[config.mk]
export PLATFORM = sky130hd
export DESIGN_NAME = alu_op_sequencer_flat
export DESIGN_NICKNAME = d
export VERILOG_FILES = /design/src/rtl/alu_pkg.sv /design/src/rtl/alu_op_sequencer_if.sv /design/src/rtl/alu_fn_unit.sv /design/src/rtl/alu_op_sequencer.sv /design/src/flat_wrapper.sv
export SDC_FILE = /design/constraint.sdc
export NUM_CORES = 1
export LEC_CHECK = 0
export BUFFER_PORTS_ARGS = -buffer_cell sky130_fd_sc_hd__buf_2
export CORE_MARGIN = 3
export CORE_UTILIZATION = 55
export DETAILED_ROUTE_END_ITERATION = 8
export GPL_TIMING_DRIVEN = 1
export PLACE_DENSITY_LB_ADDON = 0.12
export SLEW_MARGIN = 20
export SYNTH_ARGS = -nofsm -noshare
export SYNTH_HDL_FRONTEND = slang
export SYNTH_HIERARCHICAL = 1
export SYNTH_SLANG_ARGS = --single-unit
[constraint.sdc]
create_clock -name clk -period 3.3 [get_ports clk]
set_input_delay 0.825 -clock clk [delete_from_list [all_inputs] [get_ports clk]]
set_output_delay 0.825 -clock clk [all_outputs]
set_load 0.01 [all_outputs]
[src/rtl/alu_pkg.sv]
// rtl/alu_pkg.sv - op codes, FSM state encoding and default width for the ALU sequencer
package alu_pkg;

  localparam int WIDTH_DEFAULT = 4;
  localparam int OP_W          = 3;

  localparam logic [OP_W-1:0] OP_INC   = 3'd0;
  localparam logic [OP_W-1:0] OP_ADD   = 3'd1;
  localparam logic [OP_W-1:0] OP_ACC   = 3'd2;
  localparam logic [OP_W-1:0] OP_LOGIC = 3'd3;
  localparam logic [OP_W-1:0] OP_RED   = 3'd4;
  localparam logic [OP_W-1:0] OP_CAT   = 3'd5;
  localparam logic [OP_W-1:0] OP_MUL   = 3'd6;
  localparam logic [OP_W-1:0] OP_CLR   = 3'd7;

  typedef enum logic [1:0] {
    ST_IDLE = 2'd0,
    ST_EXEC = 2'd1,
    ST_MUL  = 2'd2,
    ST_DONE = 2'd3
  } state_t;

endpackage

[src/rtl/alu_op_sequencer_if.sv]
// rtl/alu_op_sequencer_if.sv - command/result handshake bundle of the ALU sequencer
interface alu_op_sequencer_if
  import alu_pkg::*;
#(
  parameter int WIDTH = WIDTH_DEFAULT
);

  logic                  cmd_valid;
  logic                  cmd_ready;
  logic [OP_W-1:0]       cmd_op;
  logic [WIDTH-1:0]      cmd_a;
  logic [WIDTH-1:0]      cmd_b;
  logic                  cmd_use_acc;
  logic                  res_valid;
  logic                  res_ready;
  logic [2*WIDTH-1:0]    res_data;
  logic [2*WIDTH-1:0]    acc_q;
  logic                  busy;

  // Command source / result consumer side
  modport master (
    output cmd_valid, cmd_op, cmd_a, cmd_b, cmd_use_acc, res_ready,
    input  cmd_ready, res_valid, res_data, acc_q, busy
  );

  // Sequencer side
  modport slave (
    input  cmd_valid, cmd_op, cmd_a, cmd_b, cmd_use_acc, res_ready,
    output cmd_ready, res_valid, res_data, acc_q, busy
  );

endinterface

[src/rtl/alu_fn_unit.sv]
// rtl/alu_fn_unit.sv - combinational function unit for all single-cycle ALU ops
module alu_fn_unit
  import alu_pkg::*;
#(
  parameter int WIDTH = WIDTH_DEFAULT
) (
  input  logic [OP_W-1:0]    op,
  input  logic [WIDTH-1:0]   a,
  input  logic [WIDTH-1:0]   b,
  input  logic [2*WIDTH-1:0] acc,
  output logic [2*WIDTH-1:0] result
);

  logic [WIDTH-1:0] add_y;
  logic [WIDTH-1:0] add_sum;
  logic             add_cout;
  logic             carry;

  // Ripple-carry adder shared by increment (y = 1) and add (y = B); carry-out is kept
  always_comb begin
    add_y   = (op == OP_INC) ? WIDTH'(1) : b;
    add_sum = '0;
    carry   = 1'b0;
    for (int i = 0; i < WIDTH; i++) begin
      add_sum[i] = a[i] ^ add_y[i] ^ carry;
      carry      = (a[i] & add_y[i]) | (carry & (a[i] ^ add_y[i]));
    end
    add_cout = carry;
  end

  // Op select; results are zero-extended to the accumulator width
  always_comb begin
    result = '0;
    case (op)
      OP_INC,
      OP_ADD:   result = {{(WIDTH-1){1'b0}}, add_cout, add_sum};
      OP_ACC:   result = acc + {{WIDTH{1'b0}}, a};
      OP_LOGIC: result = {a | b, a ^ b};
      OP_RED:   result = {{(2*WIDTH-1){1'b0}}, |{a, b}};
      OP_CAT:   result = {a, b};
      default:  result = '0;
    endcase
  end

endmodule

[src/rtl/alu_op_sequencer.sv]
// rtl/alu_op_sequencer.sv - multi-cycle ALU controller with shift-add multiply and accumulator
module alu_op_sequencer
  import alu_pkg::*;
#(
  parameter int WIDTH     = WIDTH_DEFAULT,
  parameter int MUL_STEPS = WIDTH
) (
  input logic              clk,
  input logic              reset,
  alu_op_sequencer_if.slave bus
);

  localparam int CNT_W = $clog2(MUL_STEPS + 1);

  state_t               state;
  logic [OP_W-1:0]      op_q;
  logic [WIDTH-1:0]     a_q;
  logic [WIDTH-1:0]     b_q;
  logic [2*WIDTH-1:0]   mcand_q;
  logic [2*WIDTH-1:0]   prod_q;
  logic [CNT_W-1:0]     step_q;
  logic [2*WIDTH-1:0]   res_data_q;
  logic [2*WIDTH-1:0]   acc_q;
  logic                 cmd_ready_q;
  logic                 res_valid_q;
  logic                 busy_q;

  logic [WIDTH-1:0]     b_sel;
  logic [2*WIDTH-1:0]   fn_result;
  logic [2*WIDTH-1:0]   prod_next;

  // Operand B comes from the accumulator low half when chaining
  assign b_sel = bus.cmd_use_acc ? acc_q[WIDTH-1:0] : bus.cmd_b;

  // One shift-add step: add the shifted multiplicand when the current multiplier LSB is set
  assign prod_next = prod_q + (b_q[0] ? mcand_q : '0);

  alu_fn_unit #(
    .WIDTH (WIDTH)
  ) u_fn_unit (
    .op     (op_q),
    .a      (a_q),
    .b      (b_q),
    .acc    (acc_q),
    .result (fn_result)
  );

  // Sequencer FSM with registered handshake outputs, operand, multiply and accumulator state
  always_ff @(posedge clk) begin
    if (reset) begin
      state       <= ST_IDLE;
      op_q        <= '0;
      a_q         <= '0;
      b_q         <= '0;
      mcand_q     <= '0;
      prod_q      <= '0;
      step_q      <= '0;
      res_data_q  <= '0;
      acc_q       <= '0;
      cmd_ready_q <= 1'b1;
      res_valid_q <= 1'b0;
      busy_q      <= 1'b0;
    end else begin
      case (state)
        ST_IDLE: begin
          if (bus.cmd_valid && cmd_ready_q) begin
            op_q        <= bus.cmd_op;
            a_q         <= bus.cmd_a;
            b_q         <= b_sel;
            mcand_q     <= {{WIDTH{1'b0}}, bus.cmd_a};
            prod_q      <= '0;
            step_q      <= '0;
            cmd_ready_q <= 1'b0;
            busy_q      <= 1'b1;
            state       <= (bus.cmd_op == OP_MUL) ? ST_MUL : ST_EXEC;
          end
        end
        ST_EXEC: begin
          res_data_q  <= fn_result;
          res_valid_q <= 1'b1;
          state       <= ST_DONE;
        end
        ST_MUL: begin
          prod_q  <= prod_next;
          mcand_q <= mcand_q << 1;
          b_q     <= b_q >> 1;
          step_q  <= step_q + 1'b1;
          if (step_q == CNT_W'(MUL_STEPS - 1)) begin
            res_data_q  <= prod_next;
            res_valid_q <= 1'b1;
            state       <= ST_DONE;
          end
        end
        ST_DONE: begin
          if (bus.res_ready) begin
            acc_q       <= res_data_q;
            res_valid_q <= 1'b0;
            cmd_ready_q <= 1'b1;
            busy_q      <= 1'b0;
            state       <= ST_IDLE;
          end
        end
        default: state <= ST_IDLE;
      endcase
    end
  end

  assign bus.cmd_ready = cmd_ready_q;
  assign bus.res_valid = res_valid_q;
  assign bus.res_data  = res_data_q;
  assign bus.acc_q     = acc_q;
  assign bus.busy      = busy_q;

endmodule

[src/flat_wrapper.sv]
// flat-port wrapper written by rule: the top's interface ports become plain ports
module alu_op_sequencer_flat import alu_pkg::*;
#(
  parameter int WIDTH     = WIDTH_DEFAULT,
  parameter int MUL_STEPS = WIDTH
)
  (clk, reset, bus_cmd_valid, bus_cmd_op, bus_cmd_a, bus_cmd_b, bus_cmd_use_acc, bus_res_ready, bus_cmd_ready, bus_res_valid, bus_res_data, bus_acc_q, bus_busy);
  alu_op_sequencer_if #(.WIDTH(WIDTH)) bus_i ();
  input logic clk;
  input logic reset;
  input wire logic [$bits(bus_i.cmd_valid)-1:0] bus_cmd_valid;
  input wire logic [$bits(bus_i.cmd_op)-1:0] bus_cmd_op;
  input wire logic [$bits(bus_i.cmd_a)-1:0] bus_cmd_a;
  input wire logic [$bits(bus_i.cmd_b)-1:0] bus_cmd_b;
  input wire logic [$bits(bus_i.cmd_use_acc)-1:0] bus_cmd_use_acc;
  input wire logic [$bits(bus_i.res_ready)-1:0] bus_res_ready;
  output wire logic [$bits(bus_i.cmd_ready)-1:0] bus_cmd_ready;
  output wire logic [$bits(bus_i.res_valid)-1:0] bus_res_valid;
  output wire logic [$bits(bus_i.res_data)-1:0] bus_res_data;
  output wire logic [$bits(bus_i.acc_q)-1:0] bus_acc_q;
  output wire logic [$bits(bus_i.busy)-1:0] bus_busy;
  assign bus_i.cmd_valid = bus_cmd_valid;
  assign bus_i.cmd_op = bus_cmd_op;
  assign bus_i.cmd_a = bus_cmd_a;
  assign bus_i.cmd_b = bus_cmd_b;
  assign bus_i.cmd_use_acc = bus_cmd_use_acc;
  assign bus_i.res_ready = bus_res_ready;
  assign bus_cmd_ready = bus_i.cmd_ready;
  assign bus_res_valid = bus_i.res_valid;
  assign bus_res_data = bus_i.res_data;
  assign bus_acc_q = bus_i.acc_q;
  assign bus_busy = bus_i.busy;
  alu_op_sequencer #(.WIDTH(WIDTH), .MUL_STEPS(MUL_STEPS)) u_core (.clk(clk), .reset(reset), .bus(bus_i));
endmodule
# Word-level counts from Yosys, hierarchy flattened
# Index checks and enable logic that the tools add are counted.
[op_classes]
addsub = 3
eq_ne = 13
muxes = 27
bitwise_logic = 19
reduce_logical = 16
[ops]
columns = ["operator", "count"]
rows = [
  ["8-bit one-hot mux with 2 select lines", 3],
  ["8-bit one-hot mux with 5 select lines", 1],
  ["8-bit 2-to-1 mux", 4],
  ["4-bit 2-to-1 mux", 3],
  ["3-bit by 2-bit == test with 1-bit output, second input constant", 3],
  ["3-bit == test, second input constant", 3],
  ["3-bit AND reduction", 3],
  ["8-bit by 4-bit adder with 8-bit output", 1],
  ["8-bit adder", 1],
  ["2-bit 2-to-1 mux", 4],
  ["2-bit one-hot mux with 4 select lines", 1],
  ["4-bit one-hot mux with 2 select lines", 1],
  ["2-bit AND reduction", 4],
  ["8-bit OR reduction", 1],
  ["1-bit AND", 7],
  ["1-bit bitwise XOR", 7],
  ["3-bit one-hot mux with 2 select lines", 1],
  ["2-bit nonzero test", 3],
  ["1-bit 2-to-1 mux", 5],
  ["2-bit == test, second input constant", 2],
  ["2-bit by 1-bit inequality test with 1-bit output, second input constant", 2],
  ["4-bit bitwise OR", 1],
  ["1-bit one-hot mux with 2 select lines", 2],
  ["4-bit bitwise XOR", 1],
  ["12 further kinds", 14],
]
[word_totals]
reg_bits = 51
elab_cells = 90

# Logic depth before layout (Yosys ltp)
# Gate-level depths: netlist of run 1.
[logic_depth]
word_depth = 11
ltp_mapped = 15
depth_no_buf = 14

# Hierarchy
# The synthesis of run 1 kept the hierarchy.
[modules_own_cells]
columns = ["mod", "instances", "cells_each", "area_each_um2", "seq_area_each_um2"]
rows = [
  ["alu_op_sequencer", 1, 299, 2503.7, 1021.0],
  ["alu_fn_unit", 1, 93, 666.9, 0.0],
]

# Worst setup path before layout of run 1
# Ideal clock, no wire load.
[synth_timing]
kind = "reg-to-reg"
start = "register u_core.op_q[0]"
end = "register u_core.res_data_q[3] (netlist: u_core/bus.res_data[3])"
arrival_ns = 2.879
required_ns = 3.172
path_slack_ns = 0.294
stages_incl_launch_ff = 16
path_buffers = 1
path_cell_list = "dfxtp_1 > buf_2 > or3_1 > nand2_1 > ha_1 > inv_1 > fa_1 > fa_1 > fa_1 > o21ai_0 > a22oi_1 > o21ai_0 > inv_1 > o21ai_0 > o22ai_1 > nor2_1"
[synth_via]
elab_chain_len = 10
word_cells_on_any_way = 21
cone_classes = "eq/ne: 5; mux: 3; bitwise: 11; reduce/logical: 2"
[synth_lines]
columns = ["item", "line", "source"]
rows = [
  ["from (decl)", "alu_op_sequencer.sv:16", "logic [OP_W-1:0] op_q;"],
  ["from (signal assigned)", "alu_op_sequencer.sv:67", "op_q <= bus.cmd_op;"],
  ["3-bit zero test", "alu_fn_unit.sv:21, alu_fn_unit.sv:34", ""],
  ["4-bit 2-to-1 mux", "alu_fn_unit.sv:21", "add_y = (op == OP_INC) ? WIDTH'(1) : b;"],
  ["1-bit AND or 1-bit bitwise XOR (tied branches)", "alu_fn_unit.sv:26", "carry = (a[i] & add_y[i]) | (carry & (a[i] ^ add_y[i]));"],
  ["1-bit AND", "alu_fn_unit.sv:26", ""],
  ["1-bit bitwise OR", "alu_fn_unit.sv:26", ""],
  ["1-bit AND", "alu_fn_unit.sv:26", ""],
  ["1-bit bitwise OR", "alu_fn_unit.sv:26", ""],
  ["1-bit bitwise XOR", "alu_fn_unit.sv:25", "add_sum[i] = a[i] ^ add_y[i] ^ carry;"],
  ["8-bit one-hot mux with 5 select lines (*)", "alu_fn_unit.sv:34", "case (op)"],
  ["named net u_core.fn_result[3]", "alu_op_sequencer.sv:29", "logic [2*WIDTH-1:0] fn_result;"],
  ["8-bit one-hot mux with 2 select lines (*)", "alu_op_sequencer.sv:64", "case (state)"],
  ["to (signal assigned)", "alu_op_sequencer.sv:79", "res_data_q <= fn_result;"],
  ["to (signal assigned)", "alu_op_sequencer.sv:89", "res_data_q <= prod_next;"],
  ["to (decl)", "alu_op_sequencer.sv:22", "logic [2*WIDTH-1:0] res_data_q;"],
]
# The timed path passes the listed nets; every way through them passes the cells marked *.
# A chain may end at the register's enable or synchronous reset.

# Worst setup path in the final report of run 1
[layout_timing]
start = "register u_core.op_q[2]"
end = "register u_core.res_data_q[3] (netlist: u_core/bus.res_data[3])"
# Same word-level chain as after synthesis.

==> reports/metrics.cfg, run 1 <==
[run_status]
status=finished clean

[setup_path]
worstPathRequired_ps=3470
crit_chain=or3_1 -> nand2_1 -> ha_1 -> inv_1 -> fa_1 -> fa_1 -> fa_1 -> o21ai_0 -> a22oi_1 -> o21ai_0 -> inv_1 -> o21ai_0 -> o22ai_1 -> nor2_1
crit_type=reg -> reg
worstPathMaxFanout=4
cp-end-kind=flip-flop
critPathMaxStageDelay_ps=490
crit_path_top_delay_cell=fa_1
start_kind=flip-flop
cp.depth=14
critPathTopFamily=adder cells
r2r_cells=14
critPathBufInv=2
reg2reg_slack_ps=250
crit_arrival_ps=3210

[synthesis]
ys.flop_type=dfxtp_1
synthSimpleGateAreaFrac_pct=22.3
syn-cell-area_mm2=0.00317
async_reset_ff_share_pct=0
synth_xor_xnor_area_share_pct=1.93
syn-num-nets=435
synthMuxAreaShare_pct=4.10
synth_cell_types=53
synth_fa_ha_area_share_pct=11.8
yosysTopAreaCell=dfxtp_1
synth_seq_cells=51
synth-edff-count=0
synth_top_area_share_pct=32.2
netlist_instances=392
yosys-top-cells-area=dfxtp_1 (32%), ha_1 (8.7%), a21oi_1 (6.3%)
synth_top_family_by_area=compound AO/OA/AOI/OAI gates
synth-compound-area-share_pct=22.4
syn_avg_cell_area_um2=8.09
ys_seq_area_share_pct=32.2
yosys_warnings=6

[clock_tree]
post_cts_buffers=0
cts_hold_buf=0
insertion_delay_ps=310
cts.clk_slew.worst_paths_ps=90
htreeDepth=2
cts_buffer_depth=2
cts_buffers=5
ctsResizeCount=0
cts_tree=yes
clock-sinks=51
cts_root_buf=clkbuf_8

[routing]
top_layer=met4
dr_wl_met3_um=392
postRouteAntennaNets=0
dr.pass1.iters=4
wl_met1_mm=4.06
wl_mm=8.14
vias_per_cell=5.92
drt_iter0_markers=209
wl_per_cell_um=16.6
wl_met2_mm=3.57
drc_errors=0
vias=2906

[grt]
grt_pass1_wl_mm=13.2
grt-ovfl-total=0
antenna_found_initial=0
grt_pass1_vias=2675
grtUsageTotal_pct=25.6
grt_max_degree=55

[cells_and_area]
fin_util_pct=62.6
insertedDiodeCount=0
layout_common_cells=dfxtp_1 (51), nand2_1 (50), a21oi_1 (40)
nFillCells=535
drive_gt1_share_pct=12.9
final_common_cell=dfxtp_1
nNetsFinal=461
layout-area-overhead-vs-synth_pct=9.47
stdcell_area_mm2=0.00347

[floorplan]
initial_core_util_pct=57.2
fp-row-count=27
coreArea_mm2=0.00554
fp.dieH_um=81.9
die-area_mm2=0.00671
die_w_um=81.9
io_pins=35

[placement]
dp_hpwl_mm=5.84
gp_congestion=0.901
port_buffers=34
placed_area_mm2=0.00339

[timing]
fin_crit_sh_pct=92.3
max_freq_mhz=328
setup_tns_ps=0
period_minus_slack_ps=3050
fin_skew_ps=7.59
max_slew_margin_pct=33.5
rsz0062_at_grt=no
slew_viol_final=0
final-setup-viol-count=0
hold_viol=0
tightest_slew_ps=997

[min_path]
hold_depth=2
hold_path_class=reg -> reg

[power_and_ir_drop]
leakagePower_nw=1.44
powerDensity_mw_per_mm2=594
p_int_mw=1.20
peakVddDrop_mv=0.499
p_sw_mw=0.862
combPwrFrac_pct=41.9
switching_share_pct=41.8
clkPwrFrac_pct=17.4
pwr-share-seq_pct=40.6

[flow_run]
cap_violations=0

==> power by group through the flow <==
stage | sequential, mW | clock [mW] | combinational [mW]
5_1_grt | 0.854 | 0.389 | 0.960
3_5_place_dp | 0.851 | 0 | 0.848
3_3_place_gp | 0.847 | 0 | 0.835
4_1_cts | 0.838 | 0.365 | 0.853
2_1_floorplan | 0.850 | 0 | 0.592
6_report | 0.838 | 0.360 | 0.865
==> routing by layer <==
| layer | GRT usage [%] | vias up |
|---|---|---|
| met1 | 37.8 | 1368 |
| li1 | - | 1446 |
| met4 | 7.48 | 0 |
| met5 | 0 | - |
| met3 | 3.73 | 14 |
| met2 | 38.4 | 78 |
==> synth_stat cells (all sizes together), types with 4 or more instances <==
library cell   n
a21oi         40
nand2b         5
nor2b          9
and2           8
a21o           6
a211oi         9
and3           5
o21ai         18
a22oi          9
xor2           5
dfxtp         51
inv           20
nor3           8
o31ai          4
ha            22
nand2         50
buf            9
mux2i         13
nor2          32
fa             5
nand3         14
clkbuf        12
==> area by class of cell <==
type	instances	area, um2	share of cell area (%)
clock inverter	2	12.5	0.360
multi-input combinational	300	1980	57.2
clock buffer	6	72.6	2.09
sequential	51	1020	29.4
inverter	20	75.1	2.16
tap	72	90.1	2.60
timing repair buffer	40	215	6.20
==> tightest hold or removal path: cells and delay by family (launching register included) <==
kind | cells | cell delay, ps
DFF | 1 | 320
AOI/OAI and AO/OA | 1 | 50
and+or+nand+nor | 1 | 50
==> final timing paths <==
check,to,start
max,u_core/bus.res_data[3]$_SDFFE_PP0P_,u_core/op_q[2]$_SDFFE_PP0P_
min,u_core/prod_q[4]$_SDFFE_PP0P_,u_core/prod_q[4]$_SDFFE_PP0P_
max reg2reg,u_core/bus.res_data[3]$_SDFFE_PP0P_,u_core/op_q[2]$_SDFFE_PP0P_
min reg2reg,u_core/prod_q[4]$_SDFFE_PP0P_,u_core/prod_q[4]$_SDFFE_PP0P_
==> state kept, by name, indices dropped and copies added (netlist names) <==
name and cells:
u_core/bus.cmd_ready 1, u_core/bus.res_valid 1, u_core/bus.res_data 8, u_core/bus.busy 1, u_core/state 2, u_core/prod_q 8, u_core/op_q 3, u_core/a_q 4
u_core/mcand_q 8, u_core/bus.acc_q 8, u_core/step_q 3, u_core/b_q 4
==> through the flow <==
stage | instances | setup slack [ps] | power, mW | hold WS [ps]
after floorplan | 392 | 294 | 1.44 | 441
after global placement | 483 | 368 | 1.68 | 455
after detailed placement | 483 | 291 | 1.70 | 456
after CTS | 491 | 269 | 2.06 | 470
after global routing | 491 | 67.2 | 2.20 | 490
final | 491 | 254 | 2.06 | 466
==> cells by family (layout without fill, tap and decap cells) <==
logic type                 count (synthesis)  after routing
AOI/OAI and AO/OA                        109            109
xor gates and xnor gates                   7              7
adders and majority gates                 27             27
buffers and inverters                     41             68
DFF                                       51             51
muxes                                     13             13
and+or+nand+nor                          144            144
Power figures use the tool's default switching activity.
==> run 2: changes to the inputs <==
ABC_AREA = 1   (was default)
==> run 2 against run 1 <==
Against the previous run: flip-flop and latch count did not move; clock-buffer cell count did not move; non-clock buffer count decreased by 3; critical endpoint unchanged; global-route usage shrank 1.4 points; highest routed layer unchanged; first-iteration DRC count down 24%; final cell count rose by 12%; power up 21%; combinational power increased by 32%; cell area fell by 1.2%.
==> reports/metrics.cfg, run 2 <==
[synthesis]
ys_seq_area_share_pct=32.7  ; was 32.2%
synth_cell_types=34  ; was 53
syn_avg_cell_area_um2=6.92  ; was 8.09 um2
synth_common_cells=nand2_1 (114), inv_1 (58), dfxtp_1 (51)  ; was dfxtp_1 (51), nand2_1 (50), a21oi_1 (40)
async_reset_ff_share_pct=0  ; unchanged
synth_top_area_share_pct=32.7  ; was 32.2%
yosys_warnings=6  ; unchanged
synth_seq_cells=51  ; unchanged
syn-cell-area_mm2=0.00312  ; was 0.00317 mm2
synth-edff-count=0  ; unchanged
netlist_instances=451  ; was 392
yosysTopAreaCell=dfxtp_1  ; unchanged
yosys-top-cells-area=dfxtp_1 (33%), nand2_1 (14%), ha_1 (8.8%)  ; was dfxtp_1 (32%), ha_1 (8.7%), a21oi_1 (6.3%)
synth_most_common_cell=nand2_1  ; was dfxtp_1
ys.flop_type=dfxtp_1  ; unchanged
syn-num-nets=494  ; was 435

[setup_path]
crit_arrival_ps=3000  ; was 3210 ps
r2r_cells=15  ; was 14
critPathMaxStageDelay_ps=510  ; was 490 ps
worstPathRequired_ps=3480  ; was 3470 ps
critPathTopFamily=adder cells  ; unchanged
cp-end-kind=flip-flop  ; unchanged
worstPathMaxFanout=5  ; was 4
critPathBufInv=3  ; was 2
crit_chain=inv_2 -> nand2_2 -> inv_1 -> nand2_1 -> nand2_1 -> ha_1 -> inv_1 -> fa_1 -> fa_1 -> fa_1 -> o21ai_2 -> a21oi_2 -> nand2_1 -> a21oi_1 -> a21oi_1  ; was or3_1 -> nand2_1 -> ha_1 -> inv_1 -> fa_1 -> fa_1 -> fa_1 -> o21ai_0 -> a22oi_1 -> o21ai_0 -> inv_1 -> o21ai_0 -> o22ai_1 -> nor2_1
reg2reg_slack_ps=480  ; was 250 ps
crit_type=reg -> reg  ; unchanged
rr_startpoint=u_core/op_q[1]$_SDFFE_PP0P_  ; was u_core/op_q[2]$_SDFFE_PP0P_
r2r-end=u_core/bus.res_data[3]$_SDFFE_PP0P_  ; unchanged
start_kind=flip-flop  ; unchanged
crit_path_top_delay_cell=fa_1  ; unchanged

[min_path]
hp-start=u_core/step_q[0]$_SDFFE_PP0P_  ; was u_core/prod_q[4]$_SDFFE_PP0P_
hold_path_class=reg -> reg  ; unchanged
min_to=u_core/step_q[0]$_SDFFE_PP0P_  ; was u_core/prod_q[4]$_SDFFE_PP0P_
hold_depth=1  ; was 2

[clock_tree]
ctsResizeCount=0  ; unchanged
cts_buffers=5  ; unchanged
cts_buffer_depth=2  ; unchanged
htreeDepth=2  ; unchanged
clock-sinks=51  ; unchanged
post_cts_buffers=0  ; unchanged
insertion_delay_ps=300  ; was 310 ps
cts_hold_buf=0  ; unchanged
cts_tree=yes  ; unchanged
cts_root_buf=clkbuf_8  ; unchanged
cts.clk_slew.worst_paths_ps=90  ; about the same

[placement]
gp_congestion=0.958  ; was 0.901
placed_area_mm2=0.00333  ; was 0.00339 mm2
port_buffers=34  ; unchanged
dp_hpwl_mm=5.65  ; was 5.84 mm

[routing]
wl_per_cell_um=13.3  ; was 16.6 um
vias=2948  ; was 2906
postRouteAntennaNets=0  ; unchanged
dr.pass1.iters=4  ; unchanged
wl_mm=7.34  ; was 8.14 mm
drt_iter0_markers=158  ; was 209
vias_per_cell=5.35  ; was 5.92
drc_errors=0  ; unchanged

[cells_and_area]
nNetsFinal=524  ; was 461
drive_gt1_share_pct=13.1  ; was 12.9%
layout_common_cells=nand2_1 (114), inv_1 (58), dfxtp_1 (51)  ; was dfxtp_1 (51), nand2_1 (50), a21oi_1 (40)
insertedDiodeCount=0  ; unchanged
layout-area-overhead-vs-synth_pct=9.90  ; was 9.47%
stdcell_area_mm2=0.00343  ; was 0.00347 mm2
final_common_cell=nand2_1  ; was dfxtp_1

[floorplan]
io_pins=35  ; unchanged
coreArea_mm2=0.00530  ; was 0.00554 mm2
die-area_mm2=0.00662  ; was 0.00671 mm2
die_w_um=81.3  ; was 81.9 um
fp-row-count=26  ; was 27
initial_core_util_pct=58.9  ; was 57.2%
fp.dieH_um=81.3  ; was 81.9 um

[grt]
grtUsageTotal_pct=24.2  ; was 25.6%
grt_pass1_vias=2725  ; was 2675
grt-ovfl-total=0  ; unchanged
antenna_found_initial=0  ; unchanged
grt_max_degree=34  ; was 55
grt_pass1_wl_mm=12.4  ; was 13.2 mm

[run_status]
status=finished clean  ; unchanged

[timing]
setup_tns_ps=0  ; unchanged
final-setup-viol-count=0  ; unchanged
fin_skew_ps=11.1  ; was 7.59 ps
period_minus_slack_ps=2820  ; was 3050 ps
max_slew_margin_pct=44.9  ; was 33.5%
max_freq_mhz=355  ; was 328 MHz
slew_viol_final=0  ; unchanged
fin_crit_sh_pct=85.3  ; was 92.3%
tightest_slew_ps=825  ; was 997 ps
rsz0062_at_grt=no  ; unchanged
hold_viol=0  ; unchanged

[power_and_ir_drop]
powerDensity_mw_per_mm2=727  ; was 594 mW/mm2
peakVddDrop_mv=0.489  ; was 0.499 mV
leakagePower_nw=1.65  ; was 1.44 nW

[flow_run]
cap_violations=0  ; unchanged

-- run 2: cell types whose count changed after synthesis, moves of 9 or more --
cell / delta
inv_1: +39
nor2b_1: -9
a22oi_1: -9
nand2_1: +64
nand3_1: +9
mux2i_1: -13
o21ai_0: +18
-- run 2: worst max-delay path by stage --
stage,cells past startpoint,startpoint,to
final,15,u_core/op_q[1]$_SDFFE_PP0P_,u_core/bus.res_data[3]$_SDFFE_PP0P_
after global placement,15,u_core/op_q[1]$_SDFFE_PP0P_,u_core/bus.res_data[3]$_SDFFE_PP0P_
after floorplan,15,u_core/op_q[1]$_SDFFE_PP0P_,u_core/bus.res_data[3]$_SDFFE_PP0P_
after global routing,15,u_core/op_q[2]$_SDFFE_PP0P_,u_core/bus.res_data[3]$_SDFFE_PP0P_
after CTS,15,u_core/op_q[1]$_SDFFE_PP0P_,u_core/bus.res_data[3]$_SDFFE_PP0P_
after detailed placement,15,u_core/op_q[1]$_SDFFE_PP0P_,u_core/bus.res_data[3]$_SDFFE_PP0P_
-- run 2: through the flow --
stage	util (%)	total power [mW]	instances	setup WS [ps]	hold slack (ps)
6_report	64.7	2.49	551	483	465
5_1_grt	64.7	2.72	551	270	481
4_1_cts	64.7	2.50	551	481	467
3_5_place_dp	62.8	2.07	544	496	454
3_3_place_gp	62.8	2.05	544	548	447
2_1_floorplan	-	1.78	451	662	429
-- run 2: layout make-up --
type	count	area [um2]
Clock buffer	6	72.6
Clock inverter	1	30.0
Fill cell	491	1870
Inverter	66	248
Multi-Input combinational cell	320	1780
Sequential cell	51	1020
Tap cell	70	87.6
Timing Repair Buffer	37	193
-- run 2: logic make-up (layout without fill, tap and decap cells) --
logic type               after synthesis  in the layout  synth area share, %
AND/OR/NAND/NOR                      179            179                 24.6
flip-flops                            51             51                 32.7
adder cells (fa/ha/maj)               27             27                 12.0
buffers and inverters                 80            110                 10.3
XOR/XNOR                               4              4                 1.12
AO/OA/AOI/OAI                        110            110                 19.2
-- run 2: power by group --
group,total [mW],internal [mW],switching (mW),leakage [nW]
Clock,0.423,0.223,0.200,0.0513
Sequential,0.934,0.784,0.150,0.417
Combinational,1.14,0.400,0.736,1.18
Total,2.49,1.41,1.09,1.65
-- run 2: metal layers --
| layer | GRT usage, % | share of wire [%] | up-vias |
|---|---|---|---|
| li1 | - | - | 1534 |
| met1 | 32.1 | 47 | 1343 |
| met2 | 39.5 | 47 | 60 |
| met3 | 4.32 | 5.1 | 11 |
| met4 | 8.11 | 1.7 | 0 |
| met5 | 0 | 0 | - |
==> run 3: changes to the inputs <==
SYNTH_HIERARCHICAL = default   (was 1)
==> run 3 against run 2 <==
Against the previous run: worst hold slack worse by 13 ps; largest power group unchanged; die area up 0.15%; critical path type unchanged; worst setup slack better by 15 ps; non-clock buffer count up 1; register-to-register slack better by 20 ps; global-route usage up 1.3 points.
==> reports/metrics.cfg, run 3 <==
[setup_path]
r2r_cells=13  ; was 15
rr_startpoint=u_core.op_q[1]$_SDFFE_PP0P_  ; was u_core/op_q[1]$_SDFFE_PP0P_
cp-end-kind=flip-flop  ; unchanged
worstPathRequired_ps=3510  ; was 3480 ps
start_kind=flip-flop  ; unchanged
worstPathMaxFanout=6  ; was 5
reg2reg_slack_ps=500  ; was 480 ps
crit_arrival_ps=3010  ; was 3000 ps
r2r-end=u_core.bus.res_data[3]$_SDFFE_PP0P_  ; was u_core/bus.res_data[3]$_SDFFE_PP0P_
crit_type=reg -> reg  ; unchanged

[synthesis]
synth_most_common_cell=nand2_1  ; unchanged
ys_seq_area_share_pct=32.7  ; about the same
synth-edff-count=0  ; unchanged
syn_avg_cell_area_um2=6.90  ; was 6.92 um2
yosys-top-cells-area=dfxtp_1 (33%), nand2_1 (12%), ha_1 (8.8%)  ; was dfxtp_1 (33%), nand2_1 (14%), ha_1 (8.8%)
synth_top_area_share_pct=32.7  ; about the same
syn-num-nets=496  ; was 494
synth_seq_cells=51  ; unchanged
ys.flop_type=dfxtp_1  ; unchanged
synth_common_cells=nand2_1 (100), dfxtp_1 (51), inv_1 (50)  ; was nand2_1 (114), inv_1 (58), dfxtp_1 (51)
synth_cell_types=31  ; was 34
syn-cell-area_mm2=0.00313  ; was 0.00312 mm2
async_reset_ff_share_pct=0  ; unchanged
yosys_warnings=0  ; was 6
yosysTopAreaCell=dfxtp_1  ; unchanged
netlist_instances=453  ; was 451

[power_and_ir_drop]
powerDensity_mw_per_mm2=764  ; was 727 mW/mm2
combPwrFrac_pct=49.6  ; was 45.6%
p_sw_mw=1.23  ; was 1.09 mW
p_int_mw=1.39  ; was 1.41 mW
clkPwrFrac_pct=14.0  ; was 17.0%
leakagePower_nw=1.66  ; was 1.65 nW
pwr-share-seq_pct=36.4  ; was 37.5%
peakVddDrop_mv=0.364  ; was 0.489 mV
switching_share_pct=46.9  ; was 43.6%

[grt]
antenna_found_initial=0  ; unchanged
grtUsageTotal_pct=25.5  ; was 24.2%
grt_pass1_wl_mm=13.1  ; was 12.4 mm
grt_pass1_vias=2828  ; was 2725
grt-ovfl-total=0  ; unchanged
grt_max_degree=36  ; was 34

[clock_tree]
cts.clk_slew.worst_paths_ps=100  ; was 90 ps
post_cts_buffers=0  ; unchanged
ctsResizeCount=0  ; unchanged
htreeDepth=2  ; unchanged
cts_tree=yes  ; unchanged
insertion_delay_ps=310  ; was 300 ps
cts_buffer_depth=2  ; unchanged
clock-sinks=51  ; unchanged
cts_buffers=5  ; unchanged
cts_root_buf=clkbuf_8  ; unchanged
cts_hold_buf=0  ; unchanged

[floorplan]
initial_core_util_pct=59.0  ; was 58.9%
coreArea_mm2=0.00530  ; unchanged
io_pins=35  ; unchanged
fp.dieH_um=81.4  ; was 81.3 um
die-area_mm2=0.00663  ; was 0.00662 mm2
fp-row-count=26  ; unchanged
die_w_um=81.4  ; was 81.3 um

[timing]
final-setup-viol-count=0  ; unchanged
tightest_slew_ps=578  ; was 825 ps
fin_skew_ps=6.08  ; was 11.1 ps
hold_viol=0  ; unchanged
setup_tns_ps=0  ; unchanged
fin_hold_ws_ps=452  ; was 465 ps
fin_crit_sh_pct=84.9  ; was 85.3%
max_freq_mhz=357  ; was 355 MHz
period_minus_slack_ps=2800  ; was 2820 ps
max_slew_margin_pct=61.3  ; was 44.9%
rsz0062_at_grt=no  ; unchanged
slew_viol_final=0  ; unchanged

[min_path]
hold_depth=2  ; was 1
min_to=u_core.bus.busy$_SDFFE_PP0P_  ; was u_core/step_q[0]$_SDFFE_PP0P_
hold_path_class=reg -> reg  ; unchanged
hp-start=u_core.bus.busy$_SDFFE_PP0P_  ; was u_core/step_q[0]$_SDFFE_PP0P_

[routing]
wl_per_cell_um=14.3  ; was 13.3 um
vias=3041  ; was 2948
vias_per_cell=5.49  ; was 5.35
drc_errors=0  ; unchanged
wl_mm=7.94  ; was 7.34 mm
dr.pass1.iters=4  ; unchanged
drt_iter0_markers=149  ; was 158
postRouteAntennaNets=0  ; unchanged

[cells_and_area]
nFillCells=500  ; was 491
layout_common_cells=nand2_1 (100), dfxtp_1 (51), inv_1 (50)  ; was nand2_1 (114), inv_1 (58), dfxtp_1 (51)
seqCellArea_mm2=0.00102  ; unchanged
drive_gt1_share_pct=13.8  ; was 13.1%
layout-area-overhead-vs-synth_pct=9.88  ; was 9.90%
final_common_cell=nand2_1  ; unchanged
multiInputGateArea_mm2=0.00183  ; was 0.00178 mm2
nNetsFinal=526  ; was 524
insertedDiodeCount=0  ; unchanged

[run_status]
status=finished clean  ; unchanged

[placement]
gp_congestion=0.931  ; was 0.958
port_buffers=34  ; unchanged
dp_hpwl_mm=5.98  ; was 5.65 mm

[flow_run]
cap_violations=0  ; unchanged

-- run 3: kinds of logic (layout without fill, tap and decap cells) --
family | after synthesis | in the layout | share of synthesized area (%)
xor+xnor | 1 | 1 | 0.280
simple gates | 183 | 183 | 25.6
buf+inv | 73 | 104 | 9.08
flops | 51 | 51 | 32.7
compound gates | 118 | 118 | 20.4
fa+ha+maj | 27 | 27 | 12.0
-- run 3: critical path, stage by stage (launching register included) --
cell and delay (ps):
dfxtp_1 360, inv_2 160, nand3_2 160, nand2_1 110, ha_1 140, inv_1 50
fa_1 440, fa_1 410, inv_1 80, fa_1 410, a21oi_1 130, o21ai_1 90
a21oi_1 120, nor2_1 50
-- run 3: worst max-delay path by stage --
stage,slack (ps),end,start
after global placement,640,u_core.bus.res_data[3]$_SDFFE_PP0P_,u_core.b_q[0]$_SDFFE_PP0P_
after floorplan,750,u_core.bus.res_data[3]$_SDFFE_PP0P_,u_core.op_q[1]$_SDFFE_PP0P_
after CTS,500,u_core.bus.res_data[3]$_SDFFE_PP0P_,u_core.b_q[0]$_SDFFE_PP0P_
after global routing,290,u_core.bus.res_data[3]$_SDFFE_PP0P_,u_core.b_q[0]$_SDFFE_PP0P_
final,500,u_core.bus.res_data[3]$_SDFFE_PP0P_,u_core.op_q[1]$_SDFFE_PP0P_
after detailed placement,540,u_core.bus.res_data[3]$_SDFFE_PP0P_,u_core.b_q[0]$_SDFFE_PP0P_
-- run 3: layout make-up --
| cell class | count | share of cell area, % |
|---|---|---|
| clock buffers | 5 | 2.00 |
| clock inverters | 3 | 0.437 |
| inverters | 58 | 6.34 |
| multi-input cells | 329 | 53.1 |
| flip-flops and latches | 51 | 29.7 |
| well taps | 70 | 2.55 |
| repair buffers | 38 | 5.83 |
-- run 3: through the flow --
stage / setup WS [ps] / utilization (%) / instances / power, mW / area, um2
6_report: 499 / 64.8 / 554 / 2.63 / 3440
2_1_floorplan: 750 / - / 453 / 1.91 / 3130
4_1_cts: 502 / 64.8 / 554 / 2.63 / 3440
5_1_grt: 293 / 64.8 / 554 / 2.86 / 3440
3_5_place_dp: 543 / 63.2 / 546 / 2.25 / 3350
3_3_place_gp: 643 / 63.2 / 546 / 2.21 / 3350
-- run 3: metal layers --
layer  share of wire (%)  up-vias  track usage [%]
met4                 2.3        0             7.94
met2                  47       83             43.8
li1                    -     1562                -
met1                  46     1373             32.5
met3                 4.4       23             4.21
met5                   0        -                0
-- run 3: power by group through the flow --
stage               logic, mW  registers, mW  clock network (mW)
floorplan               0.957          0.952                   0
global placement         1.25          0.959                   0
detailed placement       1.29          0.963                   0
CTS                      1.30          0.951               0.377
global route             1.49          0.977               0.394
finish                   1.30          0.955               0.368
